## config.mk

```make
export PLATFORM = sky130hd
export DESIGN_NAME = traffic_phase_ctrl
export DESIGN_NICKNAME = d
export VERILOG_FILES = /design/src/rtl/traffic_pkg.sv /design/src/rtl/traffic_phase_ctrl_phase_timer.sv /design/src/rtl/traffic_phase_ctrl.sv
export SDC_FILE = /design/constraint.sdc
export NUM_CORES = 1
export LEC_CHECK = 0
export CAP_MARGIN = 20
export CORE_UTILIZATION = 31
export CTS_BUF_LIST = sky130_fd_sc_hd__clkbuf_4
export DETAILED_ROUTE_END_ITERATION = 16
export PLACE_DENSITY_LB_ADDON = 0.05
export SYNTH_ARGS = -nofsm -noshare
export SYNTH_HDL_FRONTEND = slang
export SYNTH_SLANG_ARGS = --single-unit
export TNS_END_PERCENT = 10
```

## constraint.sdc

```tcl
create_clock -name clk -period 3.2 [get_ports clk]
set_input_delay 0.64 -clock clk [delete_from_list [all_inputs] [get_ports clk]]
set_output_delay 0.64 -clock clk [all_outputs]
set_load 0.03 [all_outputs]
```

## src/rtl/traffic_pkg.sv

```systemverilog
// Shared types for the intersection phase controller: phase encoding and
// round-robin side stepping.
package traffic_pkg;

    typedef enum logic [1:0] {
        ALL_RED = 2'd0,
        GREEN   = 2'd1,
        AMBER   = 2'd2
    } phase_e;

    // Sides are carried as 5 bits so that n=16 is representable.
    function automatic logic [4:0] next_side(input logic [4:0] side, input logic [4:0] n);
        return (side >= n - 5'd1) ? 5'd0 : side + 5'd1;
    endfunction

endpackage

```

## src/rtl/traffic_phase_ctrl_phase_timer.sv

```systemverilog
// Tick-gated phase down-counter: a load wins over counting, a hold freezes the
// count, and counting stops at zero until the owner reloads.
module phase_timer #(
    parameter int               CNT_W   = 8,
    parameter logic [CNT_W-1:0] RST_VAL = '0
) (
    input  logic             clk,
    input  logic             rst_n,
    input  logic             i_tick,
    input  logic             i_load,
    input  logic [CNT_W-1:0] i_load_val,
    input  logic             i_hold,
    output logic [CNT_W-1:0] o_cnt,
    output logic             o_zero
);

    logic [CNT_W-1:0] r_cnt;

    always_ff @(posedge clk or negedge rst_n) begin
        if (!rst_n) begin
            r_cnt <= RST_VAL;
        end else if (i_load) begin
            r_cnt <= i_load_val;
        end else if (i_tick && !i_hold && (r_cnt != '0)) begin
            r_cnt <= r_cnt - 1'b1;
        end
    end

    assign o_cnt  = r_cnt;
    assign o_zero = (r_cnt == '0);

endmodule

```

## src/rtl/traffic_phase_ctrl.sv

```systemverilog
// N-way round-robin green/amber/all-red phase sequencer with per-side density
// selected green length. Define PREEMPT_EN to add the pre_req/pre_side/pre_ack preemption path.
module traffic_phase_ctrl
    import traffic_pkg::*;
#(
    parameter  int N_SIDES    = 4,
    parameter  int CNT_W      = 8,
    parameter  int GREEN_LOW  = 10,
    parameter  int GREEN_HIGH = 30,
    parameter  int AMBER_T    = 4,
    parameter  int ALLRED_T   = 2,
    localparam int SW         = (N_SIDES > 1) ? $clog2(N_SIDES) : 1
) (
    input  logic               clk,
    input  logic               rst_n,
    input  logic               tick,
    input  logic [N_SIDES-1:0] density,
    output logic [SW-1:0]      side_o,
    output logic [N_SIDES-1:0] green_o,
    output logic [N_SIDES-1:0] amber_o,
    output logic [N_SIDES-1:0] red_o,
`ifdef PREEMPT_EN
    input  logic               pre_req,
    input  logic [SW-1:0]      pre_side,
    output logic               pre_ack,
`endif
    output logic [1:0]         phase_o
);

    localparam logic [CNT_W-1:0]   L_GREEN_LO = CNT_W'(GREEN_LOW - 1);
    localparam logic [CNT_W-1:0]   L_GREEN_HI = CNT_W'(GREEN_HIGH - 1);
    localparam logic [CNT_W-1:0]   L_AMBER    = CNT_W'(AMBER_T - 1);
    localparam logic [CNT_W-1:0]   L_ALLRED   = CNT_W'(ALLRED_T - 1);
    localparam logic [4:0]         L_NSIDES   = 5'(N_SIDES);
    localparam logic [N_SIDES-1:0] L_ONE      = N_SIDES'(1);

    phase_e               r_state;
    logic [SW-1:0]        r_side;
    logic [N_SIDES-1:0]   r_green;
    logic [N_SIDES-1:0]   r_amber;

    logic                 w_pre_valid;
    logic [SW-1:0]        w_pre_side;
    logic                 w_force;
    logic                 w_hold;
    logic                 w_expire;
    logic                 w_load;
    logic [CNT_W-1:0]     w_load_val;
    logic [CNT_W-1:0]     w_cnt;
    logic                 w_zero;
    logic [SW-1:0]        w_green_side;
    logic [SW-1:0]        w_next_side;

`ifdef PREEMPT_EN
    // Requests naming a nonexistent side are dropped entirely.
    assign w_pre_valid = pre_req && (int'(pre_side) < N_SIDES);
    assign w_pre_side  = pre_side;
    assign pre_ack     = w_hold;
`else
    assign w_pre_valid = 1'b0;
    assign w_pre_side  = '0;
`endif

    assign w_force      = (r_state == GREEN) && w_pre_valid && (r_side != w_pre_side);
    assign w_hold       = (r_state == GREEN) && w_pre_valid && (r_side == w_pre_side);
    assign w_expire     = tick && w_zero && !w_hold;
    assign w_load       = w_force || w_expire;
    assign w_green_side = w_pre_valid ? w_pre_side : r_side;
    assign w_next_side  = w_pre_valid ? w_pre_side : SW'(next_side(5'(r_side), L_NSIDES));

    always_comb begin
        w_load_val = L_ALLRED;
        case (r_state)
            ALL_RED: w_load_val = density[w_green_side] ? L_GREEN_HI : L_GREEN_LO;
            GREEN:   w_load_val = L_AMBER;
            AMBER:   w_load_val = L_ALLRED;
            default: w_load_val = L_ALLRED;
        endcase
    end

    phase_timer #(
        .CNT_W   (CNT_W),
        .RST_VAL (L_ALLRED)
    ) u_timer (
        .clk        (clk),
        .rst_n      (rst_n),
        .i_tick     (tick),
        .i_load     (w_load),
        .i_load_val (w_load_val),
        .i_hold     (w_hold),
        .o_cnt      (w_cnt),
        .o_zero     (w_zero)
    );

    // Lamps are registered alongside the state so they switch on the same edge.
    always_ff @(posedge clk or negedge rst_n) begin
        if (!rst_n) begin
            r_state <= ALL_RED;
            r_side  <= '0;
            r_green <= '0;
            r_amber <= '0;
        end else if (w_load) begin
            case (r_state)
                ALL_RED: begin
                    r_state <= GREEN;
                    r_side  <= w_green_side;
                    r_green <= L_ONE << w_green_side;
                    r_amber <= '0;
                end
                GREEN: begin
                    r_state <= AMBER;
                    r_green <= '0;
                    r_amber <= L_ONE << r_side;
                end
                AMBER: begin
                    r_state <= ALL_RED;
                    r_side  <= w_next_side;
                    r_green <= '0;
                    r_amber <= '0;
                end
                default: begin
                    r_state <= ALL_RED;
                    r_side  <= '0;
                    r_green <= '0;
                    r_amber <= '0;
                end
            endcase
        end
    end

    assign side_o  = r_side;
    assign green_o = r_green;
    assign amber_o = r_amber;
    assign red_o   = ~(r_green | r_amber);
    assign phase_o = r_state;

endmodule

```

==> impl_metrics.yaml <==
floorplan:
  fp.dieArea_mm2: 0.00366
  io_pins: 23
  rows: 20
  dieHeight_um: 60.5
  die_w_um: 60.5
  core_area_mm2: 0.00315
  start_util_pct: 33.7
yosys:
  synth-seq-cells: 20
  syn-cell-area_mm2: 0.00106
  yosys.area.top_type_share_pct: 44.8
  synthCells: 109
  synth.avg_cell_area_um2: 9.73
  synth_cell_types: 30
  synthTopCellsByArea: "dfrtp_1 (45%), nand2_1 (8.8%), ha_1 (5.9%)"
  synth_nets: 121
  seq_area_frac_synth_pct: 47.3
  synth_warnings: 0
  yosys.area.top_type: "dfrtp_1"
timing:
  setup_violations: 0
  tightestPinTransition_ns: 0.932
  skew_ns: 0.000573
  final_max_slew_viol_count: 0
  hold_viol: 0
  max_freq_mhz: 451
  grt_setup_unrepaired: "no"
  period_minus_slack_ns: 2.22
  slew_headroom_pct: 37.7
  fin_crit_sh_pct: 69.2
  setup_tns_ns: 0
outcome:
  status: "finished, final reports clean"
layout:
  multi_input_area_um2: 527
  finish.instance_area_mm2: 0.00136
  final-seq-area_um2: 502
  antennaDiodeCount: 0
  nets: 146
  fillers: 340
  synthToLayoutAreaGrowth_pct: 27.8
  final_layout_size_suffix_gt1_share_pct: 12.0
clock_network:
  cts_hold_buf: 0
  path_clk_slew_ns: 0.11
  cts.repair.resized: 0
  clk_latency_ns: 0.30
  post-cts-setup-buffers: 0
  cts_buffer_depth: 2
  cts_tree: "done"
  cts-root-buf: "clkbuf_4"
  htree_levels: 1
  cts_sinks: 20
  numCtsBuffers: 3
worst_setup_path:
  cp-startpoint: "phase_o[0]"
  reg2reg_slack_ns: 1.21
  crit_chain: "clkdlybuf4s50_1"
  endpoint: "phase_o[0]"
  crit_arrival_ns: 1.58
  worstSetupPathType: "flop to output port"
  start_kind: "flop"
  critical_path.top_delay_family: "buffers and inverters"
  max_stage_delay_ns: 0.74
  end_kind: "output port"
  cp_max_fo: 9
  crit_slowest_cell: "clkdlybuf4s50_1"
  ff2ff_path_depth: 7
  rr_startpoint: "u_timer.o_cnt[0]"
  critPathBufInv: 1
  cp.required_ns: 2.56
  r2r-end: "u_timer.o_cnt[5]"
  cp.depth: 1
placed_design:
  place.gp.congestion: 0.728
  io_buffers: 22
  dpl.hpwl_mm: 1.54
  placed_area_mm2: 0.00133
drt:
  viasPerCell: 4.67
  num_vias: 827
  route.detailed.wl_per_inst_um: 12.2
  drt-initial-drc-count: 22
  drc_errors: 0
  firstDrtPassIters: 4
  drt-total-wl_mm: 2.16
  ant_nets: 0
pwr:
  power_frac_comb_pct: 38.9
  pwr_density_cell_mw_per_mm2: 663
  internal-power_mw: 0.537
  p_leak_nw: 0.569
  ir_worst_vdd_uv: 253
  p_clk_share_pct: 13.8
  sw_frac_of_total_pct: 40.2
  seqPwrFrac_pct: 47.3
  netSwitchingPower_mw: 0.361
worst_hold_path:
  min_from: "amber_o[0]"
  hold_class: "flop to flop"
global_route:
  track_usage_pct: 13.5
  grt_first_pass_wirelength_mm: 3.54
  antenna_found_initial: 0
  grt_pass1_vias: 724
  grt.overflow.total: 0
  grt_max_degree: 22
run:
  drv_cap: 0
final cells by class:
type,count,share of cell area (%)
Inverter,5,1.38
Sequential cell,20,37.0
Tap cell,44,4.06
Clock inverter,1,0.277
Multi-Input combinational cell,81,38.8
Clock buffer,3,1.66
Timing Repair Buffer,23,16.8
sequential cells by signal, indices dropped and copies added, names as in the netlist:
| register | count |
|---|---|
| amber_o | 4 |
| side_o | 2 |
| u_timer.o_cnt | 8 |
| green_o | 4 |
| phase_o | 2 |
stage by stage:
step	total power [mW]	hold slack, ns	setup WS (ns)	util (%)	cells
after floorplan	0.653	0.344	1.45	-	109
after global placement	0.782	0.494	0.768	42.2	173
after detailed placement	0.785	0.500	0.733	42.2	173
after CTS	0.913	0.528	0.975	43.0	177
after global routing	0.969	0.561	0.897	43.0	177
final	0.899	0.518	0.985	43.0	177
worst min path at each step:
stage | end | slack, ns | cells past startpoint
final | amber_o[0] | 0.52 | 2
after global routing | green_o[1] | 0.56 | 2
after CTS | green_o[2] | 0.53 | 2
after detailed placement | green_o[2] | 0.50 | 2
after global placement | amber_o[3] | 0.49 | 2
after floorplan | amber_o[0] | 0.34 | 0
cell usage in the layout (no fill, tap or decap), types with 2 or more instances in the layout:
master / count
nand2_1: 25
clkbuf_4: 3
nor4_1: 3
nand2b_1: 3
nand3_1: 3
ha_1: 5
nor2_1: 9
clkdlybuf4s50_1: 22
mux2_2: 2
mux2_4: 2
inv_1: 5
dfrtp_1: 19
o21ai_0: 12
nand3b_1: 2
synthesized netlist by cell type:
library cell,instances
o41ai_2,1
ha_1,5
nand2b_1,3
a21oi_1,1
mux2_4,2
nor3b_1,1
buf_2,2
mux2_2,2
nor2_1,9
nand2_1,25
dfstp_2,1
nand3_1,3
and4bb_2,1
inv_1,5
nor4_1,3
mux4_2,1
a22o_1,1
nor2b_1,1
clkbuf_1,1
or4b_1,1
o21a_1,1
o22a_2,1
nand3b_1,2
nand2_2,1
o21ai_0,12
dfrtp_1,19
and4_2,1
a21o_1,1
nor3_1,1
nor4_4,1
per-layer routing:
metal	global-route usage [%]	share of wire (%)
met1	18.9	52
met5	0	0
met3	4.48	4.4
met2	20.3	43
met4	2.92	0.88
cells by family (layout without fill, tap and decap cells):
family	count (synthesis)	in the layout	synth area share, %
AND/OR/NAND/NOR	53	53	25.8
flip-flops	20	20	47.3
AO/OA/AOI/OAI	18	18	10.8
buffers and inverters	8	32	3.07
adder cells (fa/ha/maj)	5	5	5.90
multiplexers	5	5	7.08
power by group through the flow:
stage | registers [mW] | logic, mW | clock network (mW)
finish | 0.425 | 0.350 | 0.124
global route | 0.445 | 0.388 | 0.136
CTS | 0.427 | 0.354 | 0.133
detailed placement | 0.432 | 0.353 | 0
global placement | 0.431 | 0.350 | 0
floorplan | 0.453 | 0.200 | 0
worst min-delay path: cells and delay by family, from the launching register on:
kind | cells | cell delay (ns)
and+or+nand+nor | 1 | 0.05
DFF | 1 | 0.38
AOI/OAI and AO/OA | 1 | 0.06
(Power assumes the default switching activity.)
